$ cat src/rtl/fxp_compare_pipe.sv
// Two-stage pipelined comparator for signed Q(INT_W).(FRAC_W) operands with valid/ready flow.
// Optional result counters are enabled by defining FXP_CMP_STATS_EN.
module fxp_compare_pipe #(
  parameter int unsigned INT_W  = 32,
  parameter int unsigned FRAC_W = 32
) (
  input  logic                      clk,
  input  logic                      rst_n,
  input  logic                      en,
  input  logic                      in_valid,
  output logic                      in_ready,
  input  logic [INT_W+FRAC_W-1:0]   feature,
  input  logic [INT_W+FRAC_W-1:0]   threshold,
  input  logic [2:0]                mode,
  output logic                      out_valid,
  input  logic                      out_ready,
  output logic                      go_left,
  output logic                      is_equal,
  output logic                      mode_err,
  output logic                      compare_done
`ifdef FXP_CMP_STATS_EN
  ,
  input  logic                      stat_clr,
  output logic [15:0]               left_cnt,
  output logic [15:0]               right_cnt
`endif
);

  localparam int unsigned W = INT_W + FRAC_W;

  localparam logic [2:0] ModeLe = 3'd0;
  localparam logic [2:0] ModeLt = 3'd1;
  localparam logic [2:0] ModeGe = 3'd2;
  localparam logic [2:0] ModeGt = 3'd3;
  localparam logic [2:0] ModeEq = 3'd4;
  localparam logic [2:0] ModeNe = 3'd5;

  logic s1_valid_q;
  logic s1_hi_lt_q, s1_hi_eq_q, s1_lo_lt_q, s1_lo_eq_q;
  logic [2:0] s1_mode_q;
  logic out_valid_q, go_left_q, is_equal_q, mode_err_q;

  logic s1_adv, s2_adv;
  logic signed [INT_W-1:0] f_hi, t_hi;
  logic [FRAC_W-1:0] f_lo, t_lo;
  logic lt, eq, go_d, err_d;

  assign s2_adv   = en & (~out_valid_q | out_ready);
  assign s1_adv   = en & (~s1_valid_q | s2_adv);
  assign in_ready = s1_adv;

  assign f_hi = feature[W-1:FRAC_W];
  assign t_hi = threshold[W-1:FRAC_W];
  assign f_lo = feature[FRAC_W-1:0];
  assign t_lo = threshold[FRAC_W-1:0];

  // Integer halves compare signed; fraction halves are plain magnitudes.
  always_ff @(posedge clk) begin
    if (s1_adv && in_valid) begin
      s1_hi_lt_q <= f_hi < t_hi;
      s1_hi_eq_q <= f_hi == t_hi;
      s1_lo_lt_q <= f_lo < t_lo;
      s1_lo_eq_q <= f_lo == t_lo;
      s1_mode_q  <= mode;
    end
  end

  always_comb begin
    lt    = s1_hi_lt_q | (s1_hi_eq_q & s1_lo_lt_q);
    eq    = s1_hi_eq_q & s1_lo_eq_q;
    go_d  = 1'b0;
    err_d = 1'b0;
    case (s1_mode_q)
      ModeLe:  go_d = lt | eq;
      ModeLt:  go_d = lt;
      ModeGe:  go_d = ~lt;
      ModeGt:  go_d = ~(lt | eq);
      ModeEq:  go_d = eq;
      ModeNe:  go_d = ~eq;
      default: err_d = 1'b1;
    endcase
  end

  always_ff @(posedge clk or negedge rst_n) begin
    if (!rst_n) begin
      s1_valid_q  <= 1'b0;
      out_valid_q <= 1'b0;
      go_left_q   <= 1'b0;
      is_equal_q  <= 1'b0;
      mode_err_q  <= 1'b0;
    end else begin
      if (s1_adv) s1_valid_q <= in_valid;
      if (s2_adv) begin
        out_valid_q <= s1_valid_q;
        if (s1_valid_q) begin
          go_left_q  <= go_d;
          is_equal_q <= eq;
          mode_err_q <= err_d;
        end
      end
    end
  end

  assign out_valid    = out_valid_q;
  assign go_left      = go_left_q;
  assign is_equal     = is_equal_q;
  assign mode_err     = mode_err_q;
  assign compare_done = en & out_valid_q & out_ready;

`ifdef FXP_CMP_STATS_EN
  logic [15:0] left_cnt_q, right_cnt_q;

  always_ff @(posedge clk or negedge rst_n) begin
    if (!rst_n) begin
      left_cnt_q  <= '0;
      right_cnt_q <= '0;
    end else if (stat_clr) begin
      left_cnt_q  <= '0;
      right_cnt_q <= '0;
    end else if (compare_done) begin
      if (go_left_q) begin
        if (left_cnt_q != 16'hFFFF) left_cnt_q <= left_cnt_q + 16'd1;
      end else begin
        if (right_cnt_q != 16'hFFFF) right_cnt_q <= right_cnt_q + 16'd1;
      end
    end
  end

  assign left_cnt  = left_cnt_q;
  assign right_cnt = right_cnt_q;
`endif

endmodule

$ cat config.mk
export PLATFORM = sky130hd
export DESIGN_NAME = fxp_compare_pipe
export DESIGN_NICKNAME = d
export VERILOG_FILES = /design/src/rtl/fxp_compare_pipe.sv
export SDC_FILE = /design/constraint.sdc
export NUM_CORES = 1
export LEC_CHECK = 0
export ABC_AREA = 1
export CORE_MARGIN = 1
export CORE_UTILIZATION = 35
export CTS_BUF_LIST = sky130_fd_sc_hd__clkbuf_8 sky130_fd_sc_hd__clkbuf_16
export DETAILED_ROUTE_END_ITERATION = 10
export GPL_ROUTABILITY_DRIVEN = 0
export GPL_TIMING_DRIVEN = 0
export PLACE_DENSITY = 0.76
export SLEW_MARGIN = 30
export SYNTH_ARGS = -nofsm -noshare
export SYNTH_HDL_FRONTEND = slang
export SYNTH_SLANG_ARGS = --single-unit
$ cat constraint.sdc
create_clock -name clk -period 1.9 [get_ports clk]
set_clock_uncertainty 0.05 [all_clocks]
set_input_delay 0.19 -clock clk [delete_from_list [all_inputs] [get_ports clk]]
set_output_delay 0.19 -clock clk [all_outputs]
set_load 0.01 [all_outputs]
## Word level (Yosys, flattened, before mapping)

Cells that the tools add are included.

| storage, ports and cells | value |
|---|---|
| register bits after elaboration | 12 |
| output and inout bits | 6 |
| word-level logic and storage cells | 40 |

| operators by class | value |
|---|---|
| muxes and demuxes | 2 |
| bitwise gates (word level) | 15 |
| order comparisons | 2 |
| eq/ne operators | 7 |
| reductions and logical operators | 4 |

Operator list:

| cell | number |
|---|---|
| == test 32 bit | 2 |
| < comparator 32 bit | 2 |
| bitwise AND 1 bit | 6 |
| == test 3 x 2 -> 1 bit (second input constant) | 2 |
| == test 3 bit (second input constant) | 2 |
| one-hot mux 1 bit (6 select lines) | 1 |
| OR reduction 6 bit | 1 |
| NOT 1 bit | 5 |
| bitwise OR 1 bit | 4 |
| == test 3 x 1 -> 1 bit (second input constant) | 1 |
| zero test 3 bit | 1 |
| AND reduction 2 bit | 1 |
| logical AND 1 bit | 1 |
| 2-to-1 mux 1 bit | 1 |

## Depth between registers and ports, before layout

| depth | value |
|---|---|
| depth in word-level cells | 6 |
| mapped depth | 15 |

## Worst setup path before layout

OpenSTA, ideal clock, no wires.

| path | value |
|---|---|
| path kind | register to register |
| start | register out_valid_q, in the netlist out_valid |
| end | register s1_hi_eq_q, enable pin |
| clock period less this slack | 1512 ps |
| stages on the path, launching flop included | 6 |
| path buffers | 0 |
| arrival time | 1101 ps |
| setup slack | 388 ps |
| library setup time | 360 ps |
| cells stage by stage | dfrtp_1 > a21oi_2 > inv_1 > nand2_1 > nand2_1 > nor2_1 |

| between the ends | value |
|---|---|
| cells in the longest elaborated chain, start to end | 6 |

Ends and longest elaborated chain:

| element | RTL line | text |
|---|---|---|
| start: declaration | 41 | `logic out_valid_q, go_left_q, is_equal_q, mode_err_q;` |
| start signal: assignment | 94 | `out_valid_q <= s1_valid_q;` |
| NOT 1 bit | 48 | `assign s2_adv = en & (~out_valid_q \| out_ready);` |
| bitwise OR 1 bit | 48 |  |
| bitwise AND 1 bit | 48 |  |
| bitwise OR 1 bit | 49 | `assign s1_adv = en & (~s1_valid_q \| s2_adv);` |
| bitwise AND 1 bit | 49 |  |
| logical AND 1 bit | 59 | `if (s1_adv && in_valid) begin` |
| end signal: assignment | 61 | `s1_hi_eq_q <= f_hi == t_hi;` |
| end: declaration | 39 | `logic s1_hi_lt_q, s1_hi_eq_q, s1_lo_lt_q, s1_lo_eq_q;` |

Every way passes these cells.
A chain may end at the register's enable or synchronous reset.

## Worst setup path after layout

| path | value |
|---|---|
| start | input threshold[49] |
| end | register s1_hi_lt_q (data pin) |

| between the ends | value |
|---|---|
| cells in the longest elaborated chain, start to end | 1 |

Ends and longest elaborated chain:

| element | RTL line | text |
|---|---|---|
| start: declaration | 13 | `input logic [INT_W+FRAC_W-1:0] threshold,` |
| < comparator 32 bit | 60 | `s1_hi_lt_q <= f_hi < t_hi;` |
| end signal: assignment | 60 |  |
| end: declaration | 39 |  |

Every way passes these cells.

==> impl_summary.log <==
[metrics] run status: complete, no violations
[metrics] cell type with the highest aggregate area in the netlist: sky130_fd_sc_hd__ha_1
[metrics] maximum clock rate: 564 MHz
[metrics] kind of end point of the critical path: flip-flop
[metrics] most used flip-flop cell after synthesis: sky130_fd_sc_hd__edfxtp_1
[metrics] Mapped Area: 2220 um2
[metrics] number of ports placed on the die boundary: ~140
[metrics] number of buffers added by the clock tree synthesis step: 3
[metrics] R2R Path End: s1_mode_q[2]
[metrics] leading cell types by count after synthesis: sky130_fd_sc_hd__inv_1, sky130_fd_sc_hd__ha_1, sky130_fd_sc_hd__nand2_1
[metrics] number of cell rows: 28
[metrics] Crit Reg-Reg Startpoint: out_valid
[metrics] detailed placement HPWL: 5180 um
[metrics] sum of buffers and inverters on the critical path: 2
[metrics] maximum root-to-sink buffer count: 2
[metrics] number of standard cells in the layout, taps in and fillers out: 539
[metrics] stage delay of the slowest cell on the critical path: 0.46 ns
[metrics] count of yosys warnings during synthesis: 0
[metrics] initial antenna violation count: 0
[metrics] Routed WL: 5420 um
[metrics] input/output buffers: 141
[metrics] Remaining DRCs: 0
[metrics] Post-Synthesis Net Count: between 500 and 600
[metrics] sequential element share of the synthesized area: 15.1%
[metrics] cell mode on critical path: sky130_fd_sc_hd__nand2_1
[metrics] number of setup buffers added after CTS: 0
[metrics] Slew Limit Headroom: between 60% and 70%
[metrics] Final Max Slew Viols: 0
[metrics] clock slew at the register clock pins of the worst setup and hold paths: 0.05 ns
[metrics] Net count, final: 665
[metrics] detailed router's first-iteration violation count: 35
[metrics] maximum number of pins on one net before global-route repair: 8
[metrics] total core area: 6030 um2
[metrics] overall power consumption: 1240 uW
[metrics] count of antenna-violating nets left after detailed routing: 0
[metrics] drt via density: roughly 4.5
[metrics] number of global-route vias before repair: 2296
[metrics] Syn-to-layout area delta: 69.9%
[metrics] origin of the worst setup path: threshold[49]
[metrics] CTS root buffer: sky130_fd_sc_hd__clkbuf_8
[metrics] final hold violations: 0
[metrics] worst-path fanout max: 2
[metrics] ranking of synthesized cells by area: sky130_fd_sc_hd__ha_1, sky130_fd_sc_hd__inv_1, sky130_fd_sc_hd__nand2_1
[metrics] RSZ-0062 raised after global routing: no
[metrics] insertion delay of the later-clocked pin in the worst-skew pair: 0.24 ns
[metrics] # Max-Cap Violations: 0
[metrics] highest routing layer actually used: met4
[metrics] minimum setup slack among reg-to-reg paths: 0.28 ns
[metrics] Worst Setup Slack post-DPL: -0.141 ns
[metrics] area enclosed by the die boundary: 6650 um2
[metrics] Die W: around 82 um
[metrics] Leak: 0.00195 uW
[metrics] number of enable flip-flop cells after synthesis: 7
[metrics] instance count of the mapped netlist: about 320
[metrics] clock period minus worst slack: 1.77 ns
[metrics] core occupancy in the finished layout: 62.5%
[metrics] share of flip-flops with an asynchronous set or reset: 41.7%
[metrics] post-synthesis cell type count: 27
[metrics] antenna fix cells: 0
[metrics] cts repair resizes: 1
[metrics] final worst path period share: 93.3%
[metrics] Post-Syn Area per Cell: around 7 um2
[metrics] Pre-Repair DR Iteration Count: 4
[metrics] number of cells on the critical path: 13
[metrics] global-route wire length before repair: between 8000 and 9000 um
[metrics] Die Span Y: 81.6 um
[metrics] Hold WC Path Type: input port to asynchronous set/reset pin
[metrics] worst setup path category: input port to flip-flop
[metrics] amount of wire on met2 after detailed routing: slightly below 3000 um
[metrics] worst supply voltage drop on vdd: 0.000426 V
[metrics] amount of wire on met3 after detailed routing: 297 um
[metrics] Final Setup Violations: 0
[metrics] termination of the worst setup path: s1_hi_lt_q
[metrics] initial core utilization: 36.8%
[metrics] Slowest cell on crit path: sky130_fd_sc_hd__clkdlybuf4s50_1
[metrics] signal arrival time at the worst endpoint: about 1.7 ns
[metrics] most common cell in the synthesized netlist: sky130_fd_sc_hd__inv_1
[metrics] Placed Instances: 535
[metrics] Top Family by Delay on Critical Path: simple AND/OR/NAND/NOR gates
[metrics] Register-to-Register Path Depth: 5
[metrics] transition time of the tightest slew-check pin: 0.546 ns
[metrics] Setup crit start kind: input port
[metrics] global-route usage over all layers: between 10% and 20%
[metrics] fraction of synthesized cell area taken by the top area cell type: 36.1%
[metrics] final worst slack: about 0.13 ns
[metrics] vias after detailed routing: around 2400
[metrics] total number of clock tree sinks: 12
[metrics] power density cells: 331 nW/um2
[metrics] overflow left after global routing: 0
[metrics] layout cells sized above 1: under 10%
[metrics] synthesized flop and latch total: 12
[metrics] wire length on met1: 2160 um
[metrics] routed wire length per instance: 10.1 um
[metrics] Req. time, crit path: 1.84 ns
[metrics] CTS tree: yes
[metrics] CTS Hold Bufs: 0
[metrics] cell chain of the critical path: clkdlybuf4s50_1, inv_1, ha_1, nand2_1, nand2_1, nand2_1, nand2_1, nand2_1, nand3_1, a21oi_1, nand2_1, nand2_1, nand2_1
[metrics] CTS H-tree depth: 1
power breakdown:
part	switching (uW)	total (uW)	internal, uW
registers	15.6	322	307
clock network	86.0	228	142
logic	267	694	428
registers in the layout, summed over array words and instances, names as in the netlist:
| name | count |
|---|---|
| s1_mode_q | 3 |
| go_left | 1 |
| is_equal | 1 |
| mode_err | 1 |
| out_valid | 1 |
| s1_hi_eq_q | 1 |
| s1_hi_lt_q | 1 |
| s1_lo_eq_q | 1 |
| s1_lo_lt_q | 1 |
| s1_valid_q | 1 |
worst min path at each step:
stage	from	to	slack (ns)	cells after the start
floorplan	rst_n	go_left	-0.16	0
global placement	rst_n	is_equal	0.37	1
detailed placement	rst_n	is_equal	0.38	1
CTS	rst_n	is_equal	0.12	1
global route	rst_n	is_equal	0.13	1
finish	rst_n	is_equal	0.12	1
per-stage QoR:
stage | hold WS (ns) | instance area, um2 | TNS (ns)
4_1_cts | 0.123 | 3760 | 0
3_3_place_gp | 0.374 | 3720 | -0.397
5_1_grt | 0.128 | 3760 | 0
6_report | 0.122 | 3760 | 0
2_1_floorplan | -0.156 | 2220 | 0
3_5_place_dp | 0.379 | 3720 | -0.631
worst register-to-register path: stages, from the launching register on:
cell and delay, ns:
sky130_fd_sc_hd__dfrtp_1 0.40, sky130_fd_sc_hd__a21oi_2 0.20, sky130_fd_sc_hd__inv_1 0.06, sky130_fd_sc_hd__nand2_1 0.07
sky130_fd_sc_hd__nand2_1 0.06, sky130_fd_sc_hd__nor2_1 0.42
cell families (layout without fill, tap and decap cells):
kind of cell    Yosys count  count (layout)  share of synthesized area [%]
fa+ha+maj                64              64                           36.1
flops                    12              12                           15.1
buf+inv                  87             232                           14.7
compound gates           50              50                           12.1
simple gates            106             106                           21.9
routing by layer:
| metal | track usage (%) | up-vias |
|---|---|---|
| met4 | 4.56 | 0 |
| met3 | 2.11 | 4 |
| li1 | - | 1318 |
| met1 | 17.1 | 1045 |
| met2 | 33.9 | 67 |
| met5 | 0 | - |
layout by cell type (no fill, tap or decap), drive strengths merged, types with 7 or more instances in the layout:
| cell type | instances |
|---|---|
| a21oi | 32 |
| ha | 64 |
| o21ai | 13 |
| clkdlybuf4s50 | 140 |
| nand2 | 66 |
| edfxtp | 7 |
| nor2 | 19 |
| nand4 | 8 |
| inv | 87 |
final cells by class:
class | instances | area [um2]
fill | 564 | 2260
multi-input combinational | 220 | 1550
timing repair buffer | 141 | 1410
sequential | 12 | 335
inverter | 87 | 327
tap | 75 | 93.8
clock buffer | 3 | 41.3
clock inverter | 1 | 3.75
Power figures use the tool's default switching activity.
